<file path="config.mk">
export PLATFORM = sky130hd
export DESIGN_NAME = scale_pipe
export DESIGN_NICKNAME = d
export VERILOG_FILES = /design/src/rtl/scale_pipe.sv
export SDC_FILE = /design/constraint.sdc
export NUM_CORES = 2
export LEC_CHECK = 0
export BUFFER_PORTS_ARGS = -buffer_cell sky130_fd_sc_hd__buf_2
export CORE_MARGIN = 3
export CORE_UTILIZATION = 50
export DETAILED_ROUTE_END_ITERATION = 6
export PLACE_DENSITY_LB_ADDON = 0.1
export SYNTH_ARGS = -nofsm -noshare
export SYNTH_HDL_FRONTEND = slang
export SYNTH_SLANG_ARGS = --single-unit
</file>
<file path="constraint.sdc">
create_clock -name clk -period 3.43 [get_ports clk]
set_input_delay 0.1715 -clock clk [delete_from_list [all_inputs] [get_ports clk]]
set_output_delay 0.1715 -clock clk [all_outputs]
set_load 0.05 [all_outputs]
</file>
<file path="src/rtl/scale_pipe.sv">
// Per-lane fixed-point scaler for attention scores: stage 1 multiplies, stage 2 rounds,
// shifts and saturates. Two registered stages with valid/ready backpressure.
module scale_pipe #(
  parameter int unsigned LANES = 8,
  parameter int unsigned DW    = 8,
  parameter int unsigned SW    = 10,
  parameter int unsigned FRAC  = 8,
  parameter int unsigned CNTW  = 16
) (
  input  logic                  clk,
  input  logic                  rst_n,
  input  logic [SW-1:0]         cfg_scale,
  input  logic                  cfg_round,
  input  logic [LANES*DW-1:0]   in_data,
  input  logic                  in_valid,
  output logic                  in_ready,
  output logic [LANES*DW-1:0]   out_data,
  output logic                  out_valid,
  input  logic                  out_ready,
  output logic [LANES-1:0]      out_sat,
  output logic [CNTW-1:0]       beat_cnt,
  output logic                  busy
);

  localparam int unsigned PW = DW + SW;
  localparam logic [PW:0] Rnd  = (PW + 1)'(1) << (FRAC - 1);
  localparam logic [PW:0] MaxV = {{(PW + 1 - DW){1'b0}}, {DW{1'b1}}};

  logic                r_s1_valid;
  logic                r_s1_round;
  logic [PW-1:0]       r_s1_prod [LANES];
  logic                r_out_valid;
  logic [LANES*DW-1:0] r_out_data;
  logic [LANES-1:0]    r_out_sat;
  logic [CNTW-1:0]     r_beat_cnt;

  logic                w_adv1;
  logic                w_adv2;
  logic                w_acc;
  logic [PW:0]         w_t;
  logic [PW:0]         w_q;
  logic [LANES*DW-1:0] w_s2_data;
  logic [LANES-1:0]    w_s2_sat;

  // Valids never look at the partner's ready; only the readies chain backwards.
  assign w_adv2   = !r_out_valid || out_ready;
  assign w_adv1   = !r_s1_valid || w_adv2;
  assign w_acc    = in_valid && w_adv1;
  assign in_ready = w_adv1;

  always_comb begin
    w_s2_data = '0;
    w_s2_sat  = '0;
    w_t       = '0;
    w_q       = '0;
    for (int i = 0; i < LANES; i++) begin
      w_t = {1'b0, r_s1_prod[i]} + (r_s1_round ? Rnd : '0);
      w_q = w_t >> FRAC;
      if (w_q > MaxV) begin
        w_s2_data[i*DW +: DW] = '1;
        w_s2_sat[i]           = 1'b1;
      end else begin
        w_s2_data[i*DW +: DW] = w_q[DW-1:0];
      end
    end
  end

  always_ff @(posedge clk or negedge rst_n) begin
    if (!rst_n) begin
      r_s1_valid  <= 1'b0;
      r_s1_round  <= 1'b0;
      for (int i = 0; i < LANES; i++) r_s1_prod[i] <= '0;
      r_out_valid <= 1'b0;
      r_out_data  <= '0;
      r_out_sat   <= '0;
      r_beat_cnt  <= '0;
    end else begin
      if (w_adv1) begin
        r_s1_valid <= w_acc;
        if (w_acc) begin
          r_s1_round <= cfg_round;
          for (int i = 0; i < LANES; i++) begin
            r_s1_prod[i] <= PW'(in_data[i*DW +: DW]) * PW'(cfg_scale);
          end
        end
      end
      // Data and flags hold when the stage drains so a bubble leaves the last bar visible.
      if (w_adv2) begin
        r_out_valid <= r_s1_valid;
        if (r_s1_valid) begin
          r_out_data <= w_s2_data;
          r_out_sat  <= w_s2_sat;
        end
      end
      if (r_out_valid && out_ready) r_beat_cnt <= r_beat_cnt + CNTW'(1);
    end
  end

  assign out_data  = r_out_data;
  assign out_valid = r_out_valid;
  assign out_sat   = r_out_sat;
  assign beat_cnt  = r_beat_cnt;
  assign busy      = r_s1_valid || r_out_valid;

endmodule

</file>
==> metrics.md <==
| Metric | Value |
|---|---|
| First-pass GRT wire length | `115800 um` |
| Simple-Gate Fraction of Synth Area | `0.2103` |
| Die Ht | `237.1 um` |
| Rows | `84` |
| Pwr dens | `684.2 mW/mm^2` |
| DR WL/cell | `17.17 um` |
| Min Hold Slack | `68.14 ps` |
| I/O pins | `170` |
| Max Clock Freq | `250.3 MHz` |
| Total power draw | `23220 uW` |
| Min-Delay Endpoint | `out_valid$_DFFE_PN0P_` |
| Worst R2R Setup Slack | `710 ps` |
| Clk_skew | `15.14 ps` |
| Antenna violations before repair | `7` |
| Crit path buf inv count | `5` |
| Max Fanout on Critical Path | `11` |
| Critical Path Stages | `18` |
| Syn avg cell area | `9.139 um^2` |
| Synth async-reset ratio | `1.000` |
| Leakage power | `0.01705 uW` |
| Slew margin rel. | `0.3588` |
| Hold path cells | `3` |
| Reg clk slew, reported paths | `70 ps` |
| Starting Density | `0.5071` |
| Vias in the first global route | `22250` |
| CTS Buf Count | `17` |
| Fillers | `4305` |
| Critical path arrival | `4330 ps` |
| Synth Register Bits | `179` |
| Synth cell types | `61` |
| Max stage delay on crit path | `560 ps` |
| Largest family of logic cells by synthesized area | `adder cells` |
| Port bufs | `169` |
| Initial DRC Count | `904` |
| CTS tree | `done` |
| Area Growth Syn to Fin | `27.10%` |
| Status | `finished with violations` |
| Max-slew violation count | `0` |
| Synth Area in Compound Gates | `0.06363` |
| Placed Cells incl. Taps | `3999` |
| Core area | `0.05266 mm^2` |
| Yosys warns | `0` |
| Share of cells above drive strength 1 | `0.2594` |
| Max cap viols | `0` |
| Hold path start | `out_ready` |
| Routed Antenna Nets | `0` |
| Worst path cell trace | `buf_12 -> buf_16 -> buf_4 -> and2_1 -> fa_1 -> fa_1 -> fa_1 -> inv_1 -> fa_1 -> inv_1 -> ha_4 -> and3_4 -> nand4_2 -> a21oi_4 -> nor3_4 -> o41ai_2 -> xnor2_1 -> o21ai_1` |
| Period utilisation layout | `1.165` |
| Slew @ Worst Pin | `959.5 ps` |
| Cell Count, Final, Fillers Out | `4108` |
| Vias | `21090` |
| Die width | `237.1 um` |
| RSZ-0062 raised after global routing | `yes` |
| Setup TNS | `-26210 ps` |
| Worst r2r path cells | `8` |
| Top_reg_cell synth | `dfrtp_1` |
| Final Hold Viols | `0` |
| CTS Sinks | `179` |
| Tightest Hold Check Type | `input port to flop` |
| Die footprint | `0.05621 mm^2` |
| TritonRoute pass-1 iters | `5` |
| H-tree Lvls | `4` |
| CTS root buf | `clkbuf_16` |
| Clk_lat worst skew | `460 ps` |
| CP Capture Type | `flop` |
| Hpwl dp | `53660 um` |
| Startpoint Class | `input port` |
| Post-synthesis sequential area ratio | `0.1677` |
| XOR/XNOR Fraction of Synth Area | `0.05182` |
| Adder-Cell Fraction of Synth Area | `0.4173` |
| Maximum clock insertion buffer count | `2` |
| Slowest-stage cell, CP | `fa_1` |
| Family with the most delay on the worst path | `adder cells` |
| Register area | `0.004479 mm^2` |
| Post-synth EDFFs | `0` |
| Post-detailed-route DRC marker count | `0` |
| Post-synthesis cell count | `2922` |
| Avg Vias per Cell | `5.135` |
| CP required | `3770 ps` |
| CP Class | `input port to flop` |
| Crit-path most repeated cell | `fa_1` |
| Final worst slack | `-564.5 ps` |
| Crit path launch | `cfg_scale[4]` |
| Largest net degree at the start of global routing | `93` |
| Final min period | `3994 ps` |
| End of the worst register-to-register path | `out_data[53]$_DFFE_PN0P_` |
| RR Startpoint | `r_s1_round$_DFFE_PN0P_` |
| Synth Cell Area | `0.02670 mm^2` |
| Footprint of the multi-input gates | `0.02130 mm^2` |
| Final nets | `4147` |
| Mux cell area share after synthesis | `0.004779` |
| GRT Residual Overflow | `0` |
| Tot GR Track Use | `0.2561` |
| Final GP Congestion | `0.8864` |
| Maximum VDD drop | `0.4431 mV` |
| Place WS | `-1267 ps` |
| Final setup violation count | `76` |
| Failing checks | `negative setup slack` |
| Syn Nets | `3666` |
| Routed WL | `70530 um` |
[Yosys cell counts (74+ instances only)]
cell        n  area share
a21oi_1   109       0.020
and2_1    521        0.12
clkbuf_1   89       0.013
dfrtp_1   179        0.17
fa_1      376        0.28
ha_1      289        0.14
inv_1     492       0.069
nand2_1   238       0.033
nor2_1    123       0.017
o21ai_0    76       0.014
xnor2_1    84       0.028
xor2_1     74       0.024
[worst max-delay path by stage]
stage,to,slack (ps)
after floorplan,r_s1_prod[88]$_DFFE_PN0P_,-1060
after global placement,r_s1_prod[88]$_DFFE_PN0P_,-1160
after detailed placement,r_s1_prod[35]$_DFFE_PN0P_,-1270
after CTS,r_s1_prod[88]$_DFFE_PN0P_,-570
after global routing,r_s1_prod[88]$_DFFE_PN0P_,-750
final,r_s1_prod[107]$_DFFE_PN0P_,-560
[layout by cell type (no fill, tap or decap), drive strengths merged, types with 4 or more instances in the layout]
cell type / n
a211oi: 9
a21o: 15
a21oi: 116
a311oi: 4
and2: 521
and3: 31
and4: 4
buf: 553
bufbuf: 6
clkbuf: 22
clkinv: 6
dfrtp: 179
diode: 4
fa: 376
ha: 289
inv: 498
mux2: 6
mux2i: 6
nand2: 239
nand2b: 8
nand3: 34
nand4: 21
nor2: 123
nor2b: 12
nor3: 27
o21a: 6
o21ai: 88
o21bai: 7
o31ai: 6
o41ai: 6
xnor2: 84
xor2: 74
[state kept, by name (all words and copies together) (netlist names)]
name	cells
beat_cnt	16
out_sat	8
r_s1_round	1
r_s1_prod	88
r_s1_valid	1
out_data	64
out_valid	1
[what timing repair did]
| item | 4_1_cts | 5_1_grt |
|---|---|---|
| hold endpoints to repair | 91 | 0 |
| resized for setup | 188 | 84 |
| setup endpoints to repair | 81 | 85 |
| setup buffers | 33 | 19 |
| gates cloned | 17 | 3 |
| pin swaps | 123 | 123 |
| hold buffers | 3 | 0 |
[worst min-delay path: cells and delay by family]
| kind | cells | cell delay [ps] |
|---|---|---|
| and+or+nand+nor | 2 | 210 |
| buffers and inverters | 1 | 100 |
[kinds of logic after synthesis]
group,count (synthesis)
flip-flops,179
AND/OR/NAND/NOR,1038
adder cells (fa/ha/maj),665
AO/OA/AOI/OAI,273
buffers and inverters,597
XOR/XNOR,158
multiplexers,12
[final cells by class]
cell class | count | share of cell area
timing repair buffer | 567 | 0.1416
inverter | 492 | 0.05441
clock buffer | 17 | 0.01253
multi-input combinational | 2146 | 0.6275
clock inverter | 15 | 0.006341
antenna | 4 | 0.0002949
tap | 688 | 0.02536
sequential | 179 | 0.1320
[layer usage]
| metal | global-route usage | up-vias | wire length (um) |
|---|---|---|---|
| met5 | 0 | - | 20 |
| met4 | 0.05607 | 4 | 1452 |
| met3 | 0.03704 | 78 | 3192 |
| met2 | 0.4202 | 397 | 32820 |
| met1 | 0.3621 | 10590 | 33050 |
| li1 | - | 10030 | - |
[power by group]
group,switching [uW],internal [uW]
Combinational,9130,8110
Clock,1010,1130
Sequential,787,3050
[per-stage QoR]
step,instance area (um^2),utilization
2_1_floorplan,27680,-
3_3_place_gp,31200,0.5926
3_5_place_dp,31200,0.5926
4_1_cts,33340,0.6331
5_1_grt,33930,0.6444
6_report,33940,0.6445
Note: power is estimated with default switching activity, not from simulation.
